--- config.mk ---
export PLATFORM = sky130hd
export DESIGN_NAME = alu_mul_seq
export DESIGN_NICKNAME = d
export VERILOG_FILES = /design/src/rtl/alu_mul_seq.sv
export SDC_FILE = /design/constraint.sdc
export NUM_CORES = 1
export LEC_CHECK = 0
export BUFFER_PORTS_ARGS = -buffer_cell sky130_fd_sc_hd__clkbuf_2
export CORE_UTILIZATION = 50
export CTS_CLUSTER_DIAMETER = 100
export DETAILED_ROUTE_END_ITERATION = 12
export PLACE_DENSITY = 0.88
export SYNTH_ARGS = -nofsm -noshare
export SYNTH_HDL_FRONTEND = slang
export SYNTH_SLANG_ARGS = --single-unit
--- constraint.sdc ---
create_clock -name i_clk -period 3.45 [get_ports i_clk]
set_input_delay 0.1725 -clock i_clk [delete_from_list [all_inputs] [get_ports i_clk]]
set_output_delay 0.1725 -clock i_clk [all_outputs]
set_load 0.02 [all_outputs]
--- src/rtl/alu_mul_seq.sv ---
// -----------------------------------------------------------------------------
// alu_mul_seq
//
// Sequential 8x8 unsigned multiply controller. It borrows the shared 8-bit ALU
// (the select mux hands it over while o_busy is high) and walks the classic
// shift-add algorithm one ALU operation per cycle:
//   ADD      : {cy, acc} = acc + m           (only when the current q[0] is 1)
//   SHIFT_HI : acc = RRC(acc) through cy     (cy picks up the old acc[0])
//   SHIFT_LO : q   = RRC(q)   through cy     (one multiplier bit retired)
// After eight bits {acc, q} holds a*b and o_done pulses for one cycle.
//
// Ports
//   i_clk        clock, rising edge
//   i_rst_n      asynchronous active-low reset
//   i_start      multiply request, sampled only while idle
//   i_a_in       multiplicand, captured on acceptance
//   i_b_in       multiplier, captured on acceptance
//   o_busy       high in every state except IDLE
//   o_done       one-cycle pulse, product valid
//   o_product    {acc, q}, held until the next accepted start
//   o_alu_a      ALU operand A
//   o_alu_b      ALU operand B
//   o_alu_sel    ALU op select (NOP=0000, ADD=0010, RRC=0111)
//   o_alu_cin    ALU carry-in
//   i_alu_out    ALU result (combinational, same cycle)
//   i_alu_c      ALU carry flag (combinational, same cycle)
// -----------------------------------------------------------------------------
module alu_mul_seq (
  input  logic        i_clk,
  input  logic        i_rst_n,
  input  logic        i_start,
  input  logic [7:0]  i_a_in,
  input  logic [7:0]  i_b_in,
  output logic        o_busy,
  output logic        o_done,
  output logic [15:0] o_product,
  output logic [7:0]  o_alu_a,
  output logic [7:0]  o_alu_b,
  output logic [3:0]  o_alu_sel,
  output logic        o_alu_cin,
  input  logic [7:0]  i_alu_out,
  input  logic        i_alu_c
);

  localparam logic [3:0] OP_NOP = 4'b0000;
  localparam logic [3:0] OP_ADD = 4'b0010;
  localparam logic [3:0] OP_RRC = 4'b0111;

  typedef enum logic [2:0] {
    S_IDLE,
    S_ADD,
    S_SHIFT_HI,
    S_SHIFT_LO,
    S_DONE
  } state_t;

  state_t      r_state;
  logic [7:0]  r_m;
  logic [7:0]  r_acc;
  logic [7:0]  r_q;
  logic        r_cy;
  logic [2:0]  r_cnt;
  logic        r_busy;
  logic        r_done;

  // Control and datapath registers. busy/done are registered alongside the
  // state transition so they track the state exactly without a decode.
  always_ff @(posedge i_clk or negedge i_rst_n) begin
    if (!i_rst_n) begin
      r_state <= S_IDLE;
      r_m     <= 8'h00;
      r_acc   <= 8'h00;
      r_q     <= 8'h00;
      r_cy    <= 1'b0;
      r_cnt   <= 3'd0;
      r_busy  <= 1'b0;
      r_done  <= 1'b0;
    end else begin
      unique case (r_state)
        S_IDLE: begin
          if (i_start) begin
            r_m     <= i_a_in;
            r_q     <= i_b_in;
            r_acc   <= 8'h00;
            r_cy    <= 1'b0;
            r_cnt   <= 3'd0;
            r_busy  <= 1'b1;
            r_state <= i_b_in[0] ? S_ADD : S_SHIFT_HI;
          end
        end
        S_ADD: begin
          r_acc   <= i_alu_out;
          r_cy    <= i_alu_c;
          r_state <= S_SHIFT_HI;
        end
        S_SHIFT_HI: begin
          // Carry out of the ALU is the bit falling off acc, which then
          // becomes the top bit of q in the following SHIFT_LO.
          r_acc   <= i_alu_out;
          r_cy    <= i_alu_c;
          r_state <= S_SHIFT_LO;
        end
        S_SHIFT_LO: begin
          r_q   <= i_alu_out;
          r_cy  <= 1'b0;
          r_cnt <= r_cnt + 3'd1;
          if (r_cnt == 3'd7) begin
            r_state <= S_DONE;
            r_done  <= 1'b1;
          end else begin
            // i_alu_out[0] is the next multiplier bit (the new q[0]).
            r_state <= i_alu_out[0] ? S_ADD : S_SHIFT_HI;
          end
        end
        S_DONE: begin
          r_state <= S_IDLE;
          r_busy  <= 1'b0;
          r_done  <= 1'b0;
        end
        default: begin
          r_state <= S_IDLE;
          r_busy  <= 1'b0;
          r_done  <= 1'b0;
        end
      endcase
    end
  end

  // Moore decode of the ALU drive from the current state and registers.
  always_comb begin
    o_alu_sel = OP_NOP;
    o_alu_a   = 8'h00;
    o_alu_b   = 8'h00;
    o_alu_cin = 1'b0;
    unique case (r_state)
      S_ADD: begin
        o_alu_sel = OP_ADD;
        o_alu_a   = r_acc;
        o_alu_b   = r_m;
      end
      S_SHIFT_HI: begin
        o_alu_sel = OP_RRC;
        o_alu_b   = r_acc;
        o_alu_cin = r_cy;
      end
      S_SHIFT_LO: begin
        o_alu_sel = OP_RRC;
        o_alu_b   = r_q;
        o_alu_cin = r_cy;
      end
      default: begin
        o_alu_sel = OP_NOP;
      end
    endcase
  end

  assign o_busy    = r_busy;
  assign o_done    = r_done;
  assign o_product = {r_acc, r_q};

endmodule

[Word-level counts from Yosys, hierarchy flattened]
Cells that the tools add are included.
Cells by class
  add/subtract/negate cells: 1
  multipliers: 0
  div/mod/pow operators: 0
  $lt $le $gt $ge: 0
  equality and inequality tests: 6
  shifts and indexed selects: 0
  multiplexer cells: 21
  bitwise operators: 2
  reduce and logical (&&, ||, !) cells: 14
Operator list (count)
  one-hot mux 8 bit (2 select lines): 2
  two-way mux 8 bit: 3
  one-hot mux 8 bit (3 select lines): 1
  one-hot mux 3 bit (2 select lines): 2
  one-hot mux 3 bit (4 select lines): 1
  AND reduction 2 bit: 6
  two-way mux 3 bit: 3
  == test 3 x 2 -> 1 bit, second input constant: 2
  OR reduction 3 bit: 2
  two-way mux 1 bit: 4
  two-way mux 2 bit: 2
  inequality test 2 bit, second input constant: 2
  one-hot mux 1 bit (2 select lines): 2
  nonzero test 2 bit: 2
  OR reduction 2 bit: 2
  adder 3 x 1 -> 3 bit, second input constant: 1
  == test 3 x 1 -> 1 bit, second input constant: 1
  == test 3 bit, second input constant: 1
  logical NOT 3 bit: 1
  one-hot mux 1 bit (3 select lines): 1
  nonzero test 3 bit: 1
  NOT 1 bit: 2
Word-level totals
  bits in registers: 33
  bits in latches: 0
  memory bits (writable): 0
  bits in read-only memories: 0
  input bits: 28
  output and inout bits: 39
  logic and storage cells: 52
  memories kept: 0

[Longest topological paths before layout]
Gate-level depths: netlist of the first run.
  depth after elaboration: 4
  gate-level depth with buffers: 6
  mapped depth without buffers: 5

[Least setup slack after synthesis of the first run]
Ideal clock, no wire load.
  path kind: register to register
  from: register r_state[2]
  to: register r_m[0]
  library setup time: 0.125 ns
  data arrival time: 1.461 ns
  required time: 3.325 ns
  path slack: 1.863 ns
  stages on the path, launching flop included: 5
  path buffers: 2
  period minus slack after synthesis: 1.587 ns
  cell sequence: dfrtp_1 -> buf_6 -> nor4b_4 -> buf_6 -> mux2_4
Between the ends
  word-level cells in the longest chain between the ends: 2
Ends and longest elaborated chain
  start: declaration: line 57  | state_t r_state;
  start signal: assignment: line 88  | r_state <= i_b_in[0] ? S_ADD : S_SHIFT_HI;
  start signal: assignment: line 112  | r_state <= i_alu_out[0] ? S_ADD : S_SHIFT_HI;
  logical NOT 3 bit: line 79  | unique case (r_state)
  AND reduction 2 bit (no source line)
  end signal: assignment: line 82  | r_m <= i_a_in;
  end: declaration: line 58  | logic [7:0] r_m;
No other way between the ends.
A chain may end at the register's enable or synchronous reset.

[Final worst setup path of the first run]
  from: register r_state[0]
  to: output o_alu_a[4]
Between the ends
  word-level cells in the longest chain between the ends: 2
Ends and longest elaborated chain
  == test 3 x 1 -> 1 bit: line 135  | unique case (r_state)
  two-way mux 8 bit: line 135
  end: declaration: line 37  | output logic [7:0] o_alu_a,
No other way between the ends.

==> summary.md, run 1 <==
| Metric | Value |
|---|---|
| Worst VDD drop | 0.527 mV |
| Final hold vios | 0 |
| Crit path time final | 2.41 ns |
| Core Footprint | 3130 sq um |
| Clock slew at the register clock pins of the worst setup and hold paths | 0.10 ns |
| Final period util | 0.700 |
| Maximum clock insertion buffer count | 2 |
| Slowest-stage cell, CP | dfrtp_1 |
| Vias in the first global route | 1307 |
| Initial Utilization | 0.542 |
| WL final | 3970 um |
| CTS Hold Bufs | 1 |
| WS Path Type | flip-flop to output port |
| Drt pass-1 iters | 4 |
| Maxcap violations | 0 |
| Critical Path RT | 3.28 ns |
| Wire per inst | 15.8 um |
| Fill cells | 264 |
| Setup tns final | 0 ns |
| # H-tree levels | 2 |
| Adder-Cell Fraction of Synth Area | 0.0148 |
| Worst-Margin Slew | 0.779 ns |
| Reg2reg start | r_state[1] |
| Post-synth top area cell | dfrtp_1 |
| Total number of vias | 1371 |
| Synth Area in Compound Gates | 0.193 |
| Critical path, cell by cell | inv_1 > nor3_1 > buf_4 > and2_1 > clkbuf_2 |
| TritonCTS buffer count | 5 |
| Detailed Route Iter0 Violations | 46 |
| Flip-flop and latch count after synthesis | 33 |
| Buffers on Ports | 65 |
| Syn_area_per_cell | 11.9 sq um |
| CTS resizes | 0 |
| Fmax | 414 MHz |
| Main flop type after synthesis | dfrtp_1 |
| First-pass GRT wire length | 6350 um |
| Share of layout cells above drive strength 1 | 0.469 |
| DP Wirelength | 2870 um |
| Count leader, synth | dfrtp_1 |
| Register area share after synthesis | 0.487 |
| Netlist Area Pre-Place | 1700 sq um |
| Clock root buffer | clkbuf_4 |
| Die X | 60.2 um |
| CP arrival | 2.24 ns |
| Gr usage total | 0.246 |
| Area contributors post-synth | dfrtp_1 (49%), a22o_1 (9.8%), mux2_4 (7.1%) |
| Pleak | 1.14 nW |
| Clk_lat worst skew | 0.34 ns |
| HP Class | input port to flip-flop |
| Number of synthesized flops with an enable pin | 0 |
| Proportion of synthesized area in mux cells | 0.131 |
| Relative max-transition margin | 0.480 |
| Share of the synthesized area in the top cell type | 0.487 |
| Post-Syn Nets | 173 |
| I/O Pins | 67 |
| Worst reg2reg endpoint | r_cnt[0] |
| RSZ-0062 raised after global routing | false |
| Largest stage delay, worst path | 0.76 ns |
| Gr ovfl total | 0 |
| Row cnt | 20 |
| Crit start category | flip-flop |
| Cells after synthesis | 143 |
| DIE AREA | 3630 sq um |
| Register-to-Register Path Depth | 3 |
| Final core occ | 0.670 |
| Antenna fix cells | 0 |
| Clock skew | 0.0138 ns |
| Post-Synth XOR/XNOR Area | 0.00517 |
| Critical path launch point | r_state[0] |
| CP Capture Type | output port |
| Synthesis Warnings | 0 |
| Distinct cell type count after synthesis | 28 |
| Max-slew violations | 0 |
| FF-to-FF setup slack | 1.36 ns |
| Largest net degree at the start of global routing | 34 |
| Residual DRC count | 0 |
| Vias per Instance | 5.46 |
| Main combinational cell family by area after synthesis | compound AO/OA/AOI/OAI gates |
| Final nets | 236 |
| CP endpoint | o_alu_a[4] |
| Post-route ant nets | 0 |
| Die Y | 60.2 um |
| Sink Count | 33 |
| Simple-gate share of the synthesized area | 0.115 |
| Result of the run | finished, final reports clean |
| Commonest cells in the netlist | dfrtp_1 (33), a22o_1 (19), nor2_1 (13) |
| Crit path max fanout | 17 |
| Pwr Density | 1110 nW/um^2 |
| Placer congestion estimate | 0.826 |
| CTS tree | done |
| P&R area growth vs syn | 23.5% |
| Asr flop ratio synth | 1.00 |
| Initial antenna violation count | 0 |
| Setup Viol. Count Final | 0 |
| Post-CTS Setup Bufs | 0 |
## worst max-delay path: cells and delay by family, from the launching register on
kind | cells | cell delay (ns)
flip-flops | 1 | 0.76
AND/OR/NAND/NOR | 2 | 0.56
buffers and inverters | 3 | 0.57
## registers in the layout (all words and copies together), names as in the netlist
register,cells
o_done,1
r_state,3
r_acc,8
r_m,8
o_busy,1
r_q,8
r_cy,1
r_cnt,3
## worst min path at each step
| stage | startpoint | end | slack [ns] | cells past startpoint |
|---|---|---|---|---|
| 2_1_floorplan | i_rst_n | o_busy | -0.12 | 0 |
| 3_3_place_gp | i_rst_n | r_cy | 0.29 | 1 |
| 3_5_place_dp | i_rst_n | r_acc[7] | 0.29 | 1 |
| 4_1_cts | i_b_in[0] | r_state[1] | 0.02 | 2 |
| 5_1_grt | i_b_in[0] | r_state[1] | 0.006 | 2 |
| 6_report | i_b_in[0] | r_state[1] | 0.03 | 2 |
## layout by cell type (no fill, tap or decap), types with 2 or more instances in the layout
cell type / count
buf_4: 3
or2_2: 2
a22oi_1: 8
a21o_1: 8
ha_1: 2
clkbuf_4: 5
clkbuf_8: 2
mux2_2: 9
nor2b_1: 3
nor2_1: 13
clkbuf_2: 65
and2_1: 10
nor3_1: 2
a21oi_1: 2
mux2_4: 8
a22o_1: 19
dfrtp_1: 33
## stage by stage
step                      setup slack [ns]  instances  hold slack (ns)  cell area (sq um)  total power [mW]
after global placement                1.48        242            0.291               2010              2.03
after global routing                 0.831        251          0.00569               2090              2.49
after detailed placement              1.41        242            0.294               2010              2.08
final                                 1.04        251           0.0299               2090              2.32
after floorplan                       1.86        143           -0.123               1700              1.70
after CTS                             1.03        251           0.0241               2090              2.33
## final cells by class
| cell class | instances | area (sq um) | share of cell area |
|---|---|---|---|
| Timing Repair Buffer | 69 | 358 | 0.171 |
| Sequential cell | 33 | 826 | 0.394 |
| Inverter | 1 | 3.75 | 0.00179 |
| Clock buffer | 7 | 65.1 | 0.0311 |
| Tap cell | 44 | 55.1 | 0.0263 |
| Multi-Input combinational cell | 96 | 782 | 0.373 |
| Clock inverter | 1 | 5.00 | 0.00239 |
## power breakdown
group          total, mW  leakage (nW)  internal, mW  switching (mW)
Combinational       1.29         0.696         0.568           0.723
Clock              0.245        0.0413         0.118           0.127
Sequential         0.782         0.401         0.574           0.208
Total               2.32          1.14          1.26            1.06
## logic make-up after synthesis
group	count (synthesis)
DFF	33
and+or+nand+nor	34
other	1
xor gates and xnor gates	1
buffers and inverters	14
adders and majority gates	2
AOI/OAI and AO/OA	41
muxes	17
## layer usage
layer / vias to the layer above / wire length (um) / GRT usage / part of all wire
li1: 642 / - / - / -
met1: 653 / 1770 / 0.338 / 0.45
met2: 70 / 1830 / 0.363 / 0.46
met3: 6 / 329 / 0.0779 / 0.083
met4: 0 / 44 / 0.0864 / 0.011
met5: - / 0 / 0 / 0
Note: power is estimated with default switching activity, not from simulation.
==> inputs of run 2 (changes only) <==
CORE_UTILIZATION = 48   (was 50)
PLACE_DENSITY = 0.85   (was 0.88)
clock period = 2.47 ns   (was 3.45 ns; I/O delays follow)
==> run 2 against run 1 <==
Sequential share of layout area down 1.5 points. Total power grew 40%. Design area increased by 4.2%. Worst hold slack worse by 0.015 ns. Final cell count increased by 3.6%. Flip-flop and latch count unchanged. First-iteration DRC count shrank 17%. Clock-buffer cell count unchanged. Core utilization down 2.0 points. Setup slack lost 0.69 ns. Non-clock buffer count is 7 higher. Largest cell class unchanged. Largest power group unchanged.
==> summary.md, run 2 (synthesis gave the netlist of run 1 again) <==
| Metric | Value |
|---|---|
| CP Capture Type | output port |
| Setup WS pre-CTS | 0.480 ns |
| Wire per inst | 15.3 um |
| Most frequent cells in the layout | clkbuf_2 (65), dfrtp_1 (32), a22o_1 (19) |
| WL final | 3990 um |
| First-pass GRT wire length | 5730 um |
| Reg2reg start | r_state[1] |
| Maxcap violations | 0 |
| Buf/Inv on CP | 2 |
| Cell Count, Final, Fillers Out | 260 |
| CTS tree | done |
| Die X | 61.4 um |
| Setup Viol. Count Final | 0 |
| Gr usage total | 0.219 |
| Clock root buffer | clkbuf_4 |
| Setup ws final | 0.345 ns |
| Total number of vias | 1371 |
| Buffers on Ports | 65 |
| Die Y | 61.4 um |
| Core Footprint | 3360 sq um |
| P&R area growth vs syn | 28.8% |
| Vias per Instance | 5.27 |
| Maximum clock insertion buffer count | 2 |
| Largest stage delay, worst path | 0.62 ns |
| Worst-Margin Slew | 0.781 ns |
| TritonCTS buffer count | 5 |
| Final period util | 0.861 |
| Biggest regs | r_acc: 8 flops, r_m: 8 flops, r_q: 8 flops |
| Min Hold Slack | 0.0149 ns |
| Largest net degree at the start of global routing | 34 |
| Post-route ant nets | 0 |
| Fmax | 470 MHz |
| HP Class | input port to flip-flop |
| Placed Area | 2020 sq um |
| Share of layout cells above drive strength 1 | 0.453 |
| Post-Place Cells | 243 |
| Gr ovfl total | 0 |
| Fill cells | 282 |
| Clk_lat worst skew | 0.34 ns |
| Final nets | 243 |
| Worst VDD drop | 0.677 mV |
| Critical path launch point | r_state[1] |
| Critical path, cell by cell | nor3_1 > buf_4 > and2_1 > clkbuf_2 |
| Overall power | 3.25 mW |
| Final Cell Area | 2180 sq um |
| Clock skew | 0.00777 ns |
| Initial antenna violation count | 0 |
| Most common cell after layout, fill and taps aside | clkbuf_2 |
| Critical Path RT | 2.35 ns |
| DP Wirelength | 2790 um |
| Crit path max fanout | 19 |
| Row cnt | 21 |
| Detailed Route Iter0 Violations | 38 |
| Placer congestion estimate | 0.770 |
| Max-slew violations | 0 |
| I/O Pins | 67 |
| Sink Count | 33 |
| Beginning of the worst hold path | i_alu_out[1] |
| Clock slew at the register clock pins of the worst setup and hold paths | 0.11 ns |
| # H-tree levels | 2 |
| Crit path time final | 2.13 ns |
| Pwr Density | 1490 nW/um^2 |
| RSZ-0062 raised after global routing | false |
| Antenna fix cells | 0 |
| Delay-heaviest family, CP | simple AND/OR/NAND/NOR gates |
| Final hold vios | 0 |
| Relative max-transition margin | 0.479 |
| Drt pass-1 iters | 4 |
| Slowest-stage cell, CP | dfrtp_1 |
| Initial Utilization | 0.504 |
| Setup tns final | 0 ns |
| Crit start category | flip-flop |
| Result of the run | finished, final reports clean |
| Final core occ | 0.649 |
| CP arrival | 2.00 ns |
| WS Path Type | flip-flop to output port |
| Residual DRC count | 0 |
| Pleak | 1.17 nW |
| DIE AREA | 3770 sq um |
| Vias in the first global route | 1244 |
## run 2: what timing repair did
item,in CTS,in global routing
hold buffers,8,1
endpoints found under the setup margin,0,5
endpoints found under the hold margin,40,1
buffers inserted,0,0
resized for setup,0,1
## run 2: worst paths after layout
kind / end / slack (ns) / depth (start not counted)
max: o_alu_a[4] / 0.34 / 4
min: r_acc[1] / 0.01 / 2
max reg2reg: r_cnt[0] / 0.44 / 3
min reg2reg: r_cy / 0.51 / 1
max in group asynchronous: r_state[0] / 1.55 / 2
min in group asynchronous: r_m[5] / 0.38 / 2
## run 2: final cells by class
| type | count | area, sq um | share of cell area |
|---|---|---|---|
| inverter | 1 | 3.75 | 0.00172 |
| clock inverter | 1 | 5.00 | 0.00229 |
| sequential | 33 | 827 | 0.379 |
| clock buffer | 7 | 65.1 | 0.0298 |
| timing repair buffer | 76 | 443 | 0.203 |
| multi-input combinational | 96 | 782 | 0.358 |
| tap | 46 | 57.6 | 0.0264 |
## run 2: worst register-to-register path: stages, from the launching register on
cell and delay (ns):
dfrtp_1 0.75, and3b_1 0.61, nor2_2 0.25, mux2_2 0.32
## run 2: routing by layer
metal  global-route usage  up-vias  wire length, um
li1                     -      653                -
met4                0.105        0               71
met3               0.0609        8              219
met5                    0        -                0
met2                0.337       58             1880
met1                0.286      652             1810
## run 2: report_power, final
part	switching [mW]	total [mW]	internal, mW
Sequential	0.281	1.09	0.804
Combinational	1.00	1.81	0.806
Clock	0.192	0.356	0.165
Total	1.48	3.25	1.77
